### config.mk
export PLATFORM = sky130hd
export DESIGN_NAME = rvx_sync_fifo_flagged_flat
export DESIGN_NICKNAME = d
export VERILOG_FILES = /design/src/rtl/rvx_sync_fifo_flagged_pkg.sv /design/src/rtl/rvx_sync_fifo_flagged_if.sv /design/src/rtl/rvx_fifo_mem.sv /design/src/rtl/rvx_sync_fifo_flagged.sv /design/src/flat_wrapper.sv
export SDC_FILE = /design/constraint.sdc
export NUM_CORES = 1
export LEC_CHECK = 0
export BUFFER_PORTS_ARGS = -buffer_cell sky130_fd_sc_hd__buf_2
export CORE_UTILIZATION = 32
export CTS_CLUSTER_DIAMETER = 80
export CTS_CLUSTER_SIZE = 12
export DETAILED_ROUTE_END_ITERATION = 12
export PLACE_DENSITY = 0.5
export SYNTH_ARGS = -nofsm -noshare
export SYNTH_HDL_FRONTEND = slang
export SYNTH_SLANG_ARGS = --single-unit
### constraint.sdc
create_clock -name clk -period 4.51 [get_ports clk]
set_input_delay 0.902 -clock clk [delete_from_list [all_inputs] [get_ports clk]]
set_output_delay 0.902 -clock clk [all_outputs]
set_load 0.005 [all_outputs]
### src/rtl/rvx_sync_fifo_flagged_pkg.sv
// Shared constants, types and pointer-compare helpers for the flagged sync FIFO.
package rvx_sync_fifo_flagged_pkg;

    // Pointer helpers take zero-extended pointers so one function serves any depth.
    localparam int PTR_ARG_W = 32;

    // Sticky error flags kept together so they reset and update as one register.
    typedef struct packed {
        logic overflow;
        logic underflow;
    } fifo_err_t;

    // Pointers carry one extra wrap bit: equal pointers mean empty.
    function automatic logic ptr_is_empty(input logic [PTR_ARG_W-1:0] wp,
                                          input logic [PTR_ARG_W-1:0] rp,
                                          input int unsigned pw);
        logic [PTR_ARG_W-1:0] mask;
        mask = (PTR_ARG_W'(1) << pw) - PTR_ARG_W'(1);
        return ((wp ^ rp) & mask) == '0;
    endfunction

    // Only the wrap bit differs: writer is exactly one lap ahead, so full.
    function automatic logic ptr_is_full(input logic [PTR_ARG_W-1:0] wp,
                                         input logic [PTR_ARG_W-1:0] rp,
                                         input int unsigned pw);
        logic [PTR_ARG_W-1:0] mask;
        mask = (PTR_ARG_W'(1) << pw) - PTR_ARG_W'(1);
        return ((wp ^ rp) & mask) == (PTR_ARG_W'(1) << (pw - 1));
    endfunction

endpackage

### src/rtl/rvx_sync_fifo_flagged_if.sv
// Handshake, threshold and status bundle between a FIFO user (master) and the FIFO (slave).
interface rvx_sync_fifo_flagged_if #(
    parameter int BW_DATA  = 32,
    parameter int BW_COUNT = 5
) ();
    logic                flush;
    logic                wready;
    logic                wrequest;
    logic [BW_DATA-1:0]  wdata;
    logic                rready;
    logic                rrequest;
    logic [BW_DATA-1:0]  rdata;
    logic                rvalid;
    logic [BW_COUNT-1:0] count;
    logic [BW_COUNT-1:0] af_thresh;
    logic [BW_COUNT-1:0] ae_thresh;
    logic                almost_full;
    logic                almost_empty;
    logic                clear_err;
    logic                overflow;
    logic                underflow;

    modport master (
        output flush, wrequest, wdata, rrequest, af_thresh, ae_thresh, clear_err,
        input  wready, rready, rdata, rvalid, count, almost_full, almost_empty,
               overflow, underflow
    );

    modport slave (
        input  flush, wrequest, wdata, rrequest, af_thresh, ae_thresh, clear_err,
        output wready, rready, rdata, rvalid, count, almost_full, almost_empty,
               overflow, underflow
    );
endinterface

### src/rtl/rvx_fifo_mem.sv
// FIFO storage: one synchronous write port, one asynchronous read port, contents not reset.
module rvx_fifo_mem #(
    parameter int BW_DATA   = 32,
    parameter int DEPTH_LOG = 4
) (
    input  logic                 clk,
    input  logic                 we,
    input  logic [DEPTH_LOG-1:0] waddr,
    input  logic [BW_DATA-1:0]   wdata,
    input  logic [DEPTH_LOG-1:0] raddr,
    output logic [BW_DATA-1:0]   rdata
);
    localparam int DEPTH = 1 << DEPTH_LOG;

    logic [BW_DATA-1:0] mem [DEPTH];

    // Store the accepted write word at the write address.
    always_ff @(posedge clk) begin
        if (we) begin
            mem[waddr] <= wdata;
        end
    end

    assign rdata = mem[raddr];
endmodule

### src/rtl/rvx_sync_fifo_flagged.sv
// Single-clock FIFO with occupancy count, registered almost-full/almost-empty flags,
// optional first-word-fall-through, flush and sticky overflow/underflow flags.
module rvx_sync_fifo_flagged
    import rvx_sync_fifo_flagged_pkg::*;
#(
    parameter int BW_DATA   = 32,
    parameter int DEPTH_LOG = 4,
    parameter int FWFT      = 1,
    localparam int BW_COUNT = DEPTH_LOG + 1
) (
    input logic                   clk,
    input logic                   rst,
    rvx_sync_fifo_flagged_if.slave bus
);
    logic [BW_COUNT-1:0] wptr_reg, wptr_next;
    logic [BW_COUNT-1:0] rptr_reg, rptr_next;
    logic [BW_COUNT-1:0] count_next;
    logic                almost_full_reg, almost_empty_reg;
    fifo_err_t           err_reg, err_next;
    logic                full, empty;
    logic                wr_fire, rd_fire;
    logic                wr_accept, rd_accept;
    logic [BW_DATA-1:0]  mem_rdata;

    assign full  = ptr_is_full(PTR_ARG_W'(wptr_reg), PTR_ARG_W'(rptr_reg), BW_COUNT);
    assign empty = ptr_is_empty(PTR_ARG_W'(wptr_reg), PTR_ARG_W'(rptr_reg), BW_COUNT);

    // Acceptance uses registered state only: no pass-through when full, no bypass when empty.
    assign wr_fire   = bus.wrequest & ~full;
    assign rd_fire   = bus.rrequest & ~empty;
    assign wr_accept = wr_fire & ~bus.flush;
    assign rd_accept = rd_fire & ~bus.flush;

    // Next pointers: flush clears both, otherwise each advances on its own accepted request.
    always_comb begin
        wptr_next = wptr_reg;
        rptr_next = rptr_reg;
        if (bus.flush) begin
            wptr_next = '0;
            rptr_next = '0;
        end else begin
            if (wr_fire) wptr_next = wptr_reg + BW_COUNT'(1);
            if (rd_fire) rptr_next = rptr_reg + BW_COUNT'(1);
        end
    end

    // Occupancy falls out of the pointer difference modulo 2*DEPTH.
    assign count_next = wptr_next - rptr_next;

    // Sticky errors: a new error in the same cycle as clear_err keeps the flag set.
    always_comb begin
        err_next           = err_reg;
        err_next.overflow  = (err_reg.overflow  & ~bus.clear_err) | (bus.wrequest & full);
        err_next.underflow = (err_reg.underflow & ~bus.clear_err) | (bus.rrequest & empty);
    end

    // Pointer, threshold-flag and error-flag state.
    always_ff @(posedge clk or posedge rst) begin
        if (rst) begin
            wptr_reg         <= '0;
            rptr_reg         <= '0;
            almost_full_reg  <= 1'b0;
            almost_empty_reg <= 1'b1;
            err_reg          <= '0;
        end else begin
            wptr_reg         <= wptr_next;
            rptr_reg         <= rptr_next;
            almost_full_reg  <= (count_next >= bus.af_thresh);
            almost_empty_reg <= (count_next <= bus.ae_thresh);
            err_reg          <= err_next;
        end
    end

    rvx_fifo_mem #(
        .BW_DATA   (BW_DATA),
        .DEPTH_LOG (DEPTH_LOG)
    ) u_mem (
        .clk   (clk),
        .we    (wr_accept),
        .waddr (wptr_reg[DEPTH_LOG-1:0]),
        .wdata (bus.wdata),
        .raddr (rptr_reg[DEPTH_LOG-1:0]),
        .rdata (mem_rdata)
    );

    assign bus.wready       = ~full;
    assign bus.rready       = ~empty;
    assign bus.count        = wptr_reg - rptr_reg;
    assign bus.almost_full  = almost_full_reg;
    assign bus.almost_empty = almost_empty_reg;
    assign bus.overflow     = err_reg.overflow;
    assign bus.underflow    = err_reg.underflow;

    generate
        if (FWFT != 0) begin : g_fwft
            // Head word shown directly; forced to zero while empty so stale storage never leaks.
            assign bus.rdata  = empty ? '0 : mem_rdata;
            assign bus.rvalid = ~empty;
        end else begin : g_reg_read
            logic [BW_DATA-1:0] rdata_reg;
            logic               rvalid_reg;

            // Capture the head word on an accepted pop; rdata holds between pops.
            always_ff @(posedge clk or posedge rst) begin
                if (rst) begin
                    rdata_reg  <= '0;
                    rvalid_reg <= 1'b0;
                end else begin
                    rvalid_reg <= rd_accept;
                    if (rd_accept) begin
                        rdata_reg <= mem_rdata;
                    end
                end
            end

            assign bus.rdata  = rdata_reg;
            assign bus.rvalid = rvalid_reg;
        end
    endgenerate
endmodule

### src/flat_wrapper.sv
// flat-port wrapper written by rule: the top's interface ports become plain ports
module rvx_sync_fifo_flagged_flat import rvx_sync_fifo_flagged_pkg::*;
#(
    parameter int BW_DATA   = 32,
    parameter int DEPTH_LOG = 4,
    parameter int FWFT      = 1,
    localparam int BW_COUNT = DEPTH_LOG + 1
)
  (clk, rst, bus_flush, bus_wrequest, bus_wdata, bus_rrequest, bus_af_thresh, bus_ae_thresh, bus_clear_err, bus_wready, bus_rready, bus_rdata, bus_rvalid, bus_count, bus_almost_full, bus_almost_empty, bus_overflow, bus_underflow);
  rvx_sync_fifo_flagged_if #(.BW_DATA(BW_DATA), .BW_COUNT((5))) bus_i ();
  input logic clk;
  input logic rst;
  input wire logic [$bits(bus_i.flush)-1:0] bus_flush;
  input wire logic [$bits(bus_i.wrequest)-1:0] bus_wrequest;
  input wire logic [$bits(bus_i.wdata)-1:0] bus_wdata;
  input wire logic [$bits(bus_i.rrequest)-1:0] bus_rrequest;
  input wire logic [$bits(bus_i.af_thresh)-1:0] bus_af_thresh;
  input wire logic [$bits(bus_i.ae_thresh)-1:0] bus_ae_thresh;
  input wire logic [$bits(bus_i.clear_err)-1:0] bus_clear_err;
  output wire logic [$bits(bus_i.wready)-1:0] bus_wready;
  output wire logic [$bits(bus_i.rready)-1:0] bus_rready;
  output wire logic [$bits(bus_i.rdata)-1:0] bus_rdata;
  output wire logic [$bits(bus_i.rvalid)-1:0] bus_rvalid;
  output wire logic [$bits(bus_i.count)-1:0] bus_count;
  output wire logic [$bits(bus_i.almost_full)-1:0] bus_almost_full;
  output wire logic [$bits(bus_i.almost_empty)-1:0] bus_almost_empty;
  output wire logic [$bits(bus_i.overflow)-1:0] bus_overflow;
  output wire logic [$bits(bus_i.underflow)-1:0] bus_underflow;
  assign bus_i.flush = bus_flush;
  assign bus_i.wrequest = bus_wrequest;
  assign bus_i.wdata = bus_wdata;
  assign bus_i.rrequest = bus_rrequest;
  assign bus_i.af_thresh = bus_af_thresh;
  assign bus_i.ae_thresh = bus_ae_thresh;
  assign bus_i.clear_err = bus_clear_err;
  assign bus_wready = bus_i.wready;
  assign bus_rready = bus_i.rready;
  assign bus_rdata = bus_i.rdata;
  assign bus_rvalid = bus_i.rvalid;
  assign bus_count = bus_i.count;
  assign bus_almost_full = bus_i.almost_full;
  assign bus_almost_empty = bus_i.almost_empty;
  assign bus_overflow = bus_i.overflow;
  assign bus_underflow = bus_i.underflow;
  rvx_sync_fifo_flagged #(.BW_DATA(BW_DATA), .DEPTH_LOG(DEPTH_LOG), .FWFT(FWFT)) u_core (.clk(clk), .rst(rst), .bus(bus_i));
endmodule
==> results.toml <==
[grt]
grt_overflow_total = 0
grt_pass1_vias = 9998
top_usage_layer = "met2"
grt_usage = 0.1467
grt_max_degree = 133
grt_use_met3 = 0.02797
grt_antenna_before_repair = 6
grt_pass1_wl_um = 70420
use_met1 = 0.2019
grtUsageMet2 = 0.2425

[layout]
nets = 1116
antenna_cells = 0
areaGrowthSynthToFinish_pct = 14.55
drive_gt1_frac = 0.3396
final_cells = 1912
largest_reg_flops = 512
fin_area_mm2 = 0.02389

[drt]
drt-wirelength-per-cell_um = 25.04
drtIter0Drc = 807
ant_nets = 0
firstDrtPassIters = 4
drc = 0
vias = 9462
routed_wl_um = 47870
via_per_inst = 4.949

[logic_synthesis]
yosys.area.top_type = "edfxtp_1"
synth_commonest_cells = "512 x edfxtp_1, 160 x mux4_2, 32 x and2_1, 26 x nor2_1"
netlist_top_cells_area = "edfxtp_1 74%, mux4_2 17%, dfrtp_1 1.6%"
syn-num-nets = 992
synth.avg_cell_area_um2 = 22.69
synth_edf_count = 512
yosysMostFrequentCell = "edfxtp_1"
yosysSeqAreaShare = 0.7540
synthCells = 919
ys_warn_count = 0
ys_types = 42
async_flop_share = 0.02662
synth-seq-cells = 526
syn_area_mm2 = 0.02086
synth_top_area_share = 0.7372
synth_ff_type = "edfxtp_1"

[placed_design]
portBuffers = 91
gp_congestion = 0.7463
hpwlAfterDp_um = 23590
dp.cells = 1846
placed_cell_area_mm2 = 0.02255
post-place-ws_ns = 0.5876

[worst_setup_path]
reg2reg_slack_ns = 0.57
worst-path-max-fanout = 97
crit_required_ns = 3.61
path_class = "reg -> out"
startpoint_type = "flop"
crit_arrival_ns = 3.19
endpoint_kind = "primary output"

[clock_network]
cts-buffers-inserted = 50
cts_tree = "built"
cts.sinks = 526
clock_path_buffers = 3
cts_setup_buffers = 0
clkTransAtPathRegs_ns = 0.06
ctsHoldBuffers = 0
cts-root-buf = "clkbuf_16"
cts_max_level = 2
clock_latency_ns = 0.58
cts_resized = 0

[pwr]
power.density_mw_per_mm2 = 449.5
irDropWorstVdd_v = 0.0003331
cellLeakagePower_nw = 7.521

[flow_run]
max_cap_violations = 0

[min_path]
hold_path.class = "in -> async"

[timing]
finalSetupTns_ns = 0
rsz0062_at_grt = "false"
finClkSkew_ns = 0.01380
worst_slack_ns = 0.4226
fin_crit_ns = 4.087
hold_violations = 0
fin_crit_sh = 0.9063
timing.fmax_mhz = 244.7
slew_violations = 0
worst_slew_pin_slew_ns = 0.9553
setup_violations = 0
slew-limit-headroom = 0.3632

[die]
pin_count = 92
die_w_um = 257.3
design.core.area_mm2 = 0.06446
start_util = 0.3235
die_h_um = 257.3
die_area_mm2 = 0.06620
row_count = 93

[status]
outcome = "finished clean"
## layer usage
metal / share of wire / vias to the layer above / wire (um)
met5: 0.0010 / - / 49
met4: 0.014 / 8 / 694
met3: 0.047 / 59 / 2260
met2: 0.49 / 207 / 23270
met1: 0.45 / 5142 / 21600
li1: - / 4046 / -
## where the power goes
group / switching [mW] / total [mW] / internal (mW)
Sequential: 0.0170 / 5.43 / 5.42
Clock: 1.70 / 3.70 / 2.00
Combinational: 0.794 / 1.61 / 0.813
Total: 2.51 / 10.7 / 8.23
## stage by stage
| step | total power [mW] | hold WS (ns) | util |
|---|---|---|---|
| 3_5_place_dp | 7.198 | 0.5209 | 0.3498 |
| 6_report | 10.74 | 0.3951 | 0.3706 |
| 3_3_place_gp | 7.193 | 0.5140 | 0.3498 |
| 2_1_floorplan | 6.691 | 0.5157 | - |
| 5_1_grt | 11.18 | 0.4318 | 0.3706 |
| 4_1_cts | 10.92 | 0.3886 | 0.3706 |
## cells by family (layout without fill, tap and decap cells)
| logic type | after synthesis | in the layout | share of synthesized area |
|---|---|---|---|
| XOR/XNOR | 15 | 15 | 0.006659 |
| adder cells (fa/ha/maj) | 25 | 25 | 0.01572 |
| flip-flops | 526 | 526 | 0.7540 |
| AO/OA/AOI/OAI | 23 | 23 | 0.007499 |
| multiplexers | 162 | 162 | 0.1737 |
| buffers and inverters | 71 | 209 | 0.01746 |
| AND/OR/NAND/NOR | 97 | 97 | 0.02490 |
## worst paths after layout
kind                                          startpoint                                 to  cells after the start
max                         u_core.rptr_reg[0]$_DFF_PP0_                      bus_rdata[31]                      5
min                                                  rst       u_core.wptr_reg[3]$_DFF_PP0_                      2
max reg2reg                 u_core.wptr_reg[0]$_DFF_PP0_  u_core.bus.almost_empty$_DFF_PP1_                     17
min reg2reg                u_core.bus.overflow$_DFF_PP0_      u_core.bus.overflow$_DFF_PP0_                      2
max in group asynchronous                            rst       u_core.rptr_reg[1]$_DFF_PP0_                      2
min in group clk                           bus_clear_err      u_core.bus.overflow$_DFF_PP0_                      2
## worst max-delay path, stage by stage (launching register included)
cell and delay (ns):
dfrtp_4 0.44, buf_12 0.63, mux4_2 0.61, mux4_2 0.48, and2_1 0.23, buf_2 0.15
## final cells by class
type	count	area, um2
clock buffers	60	1289
clock inverters	6	55.05
fillers	5871	40570
inverters	25	93.84
multi-input cells	322	4903
flip-flops and latches	526	15740
well taps	855	1070
repair buffers	118	745.7
## cell usage in the layout, fill, tap and decap left out, types with 2 or more instances in the layout
| cell type | n |
|---|---|
| buf_12 | 7 |
| a21oi_1 | 5 |
| or2_1 | 5 |
| inv_2 | 2 |
| clkbuf_1 | 10 |
| fa_1 | 2 |
| mux2i_1 | 2 |
| xnor2_1 | 8 |
| nand4_1 | 2 |
| buf_2 | 91 |
| dfrtp_1 | 10 |
| dfrtp_4 | 2 |
| inv_6 | 2 |
| mux4_2 | 160 |
| nand2b_1 | 4 |
| nor2_4 | 12 |
| o21a_1 | 3 |
| ha_1 | 23 |
| nor3_4 | 4 |
| nor2_1 | 14 |
| nand2_1 | 7 |
| and2_1 | 32 |
| edfxtp_1 | 512 |
| o21ai_1 | 2 |
| o22ai_1 | 2 |
| xor2_1 | 6 |
| inv_1 | 23 |
| nand3_1 | 8 |
| and3_1 | 2 |
| buf_4 | 20 |
| clkbuf_16 | 50 |
| a21o_1 | 7 |
No activity file was read; power rests on OpenSTA's default activity.
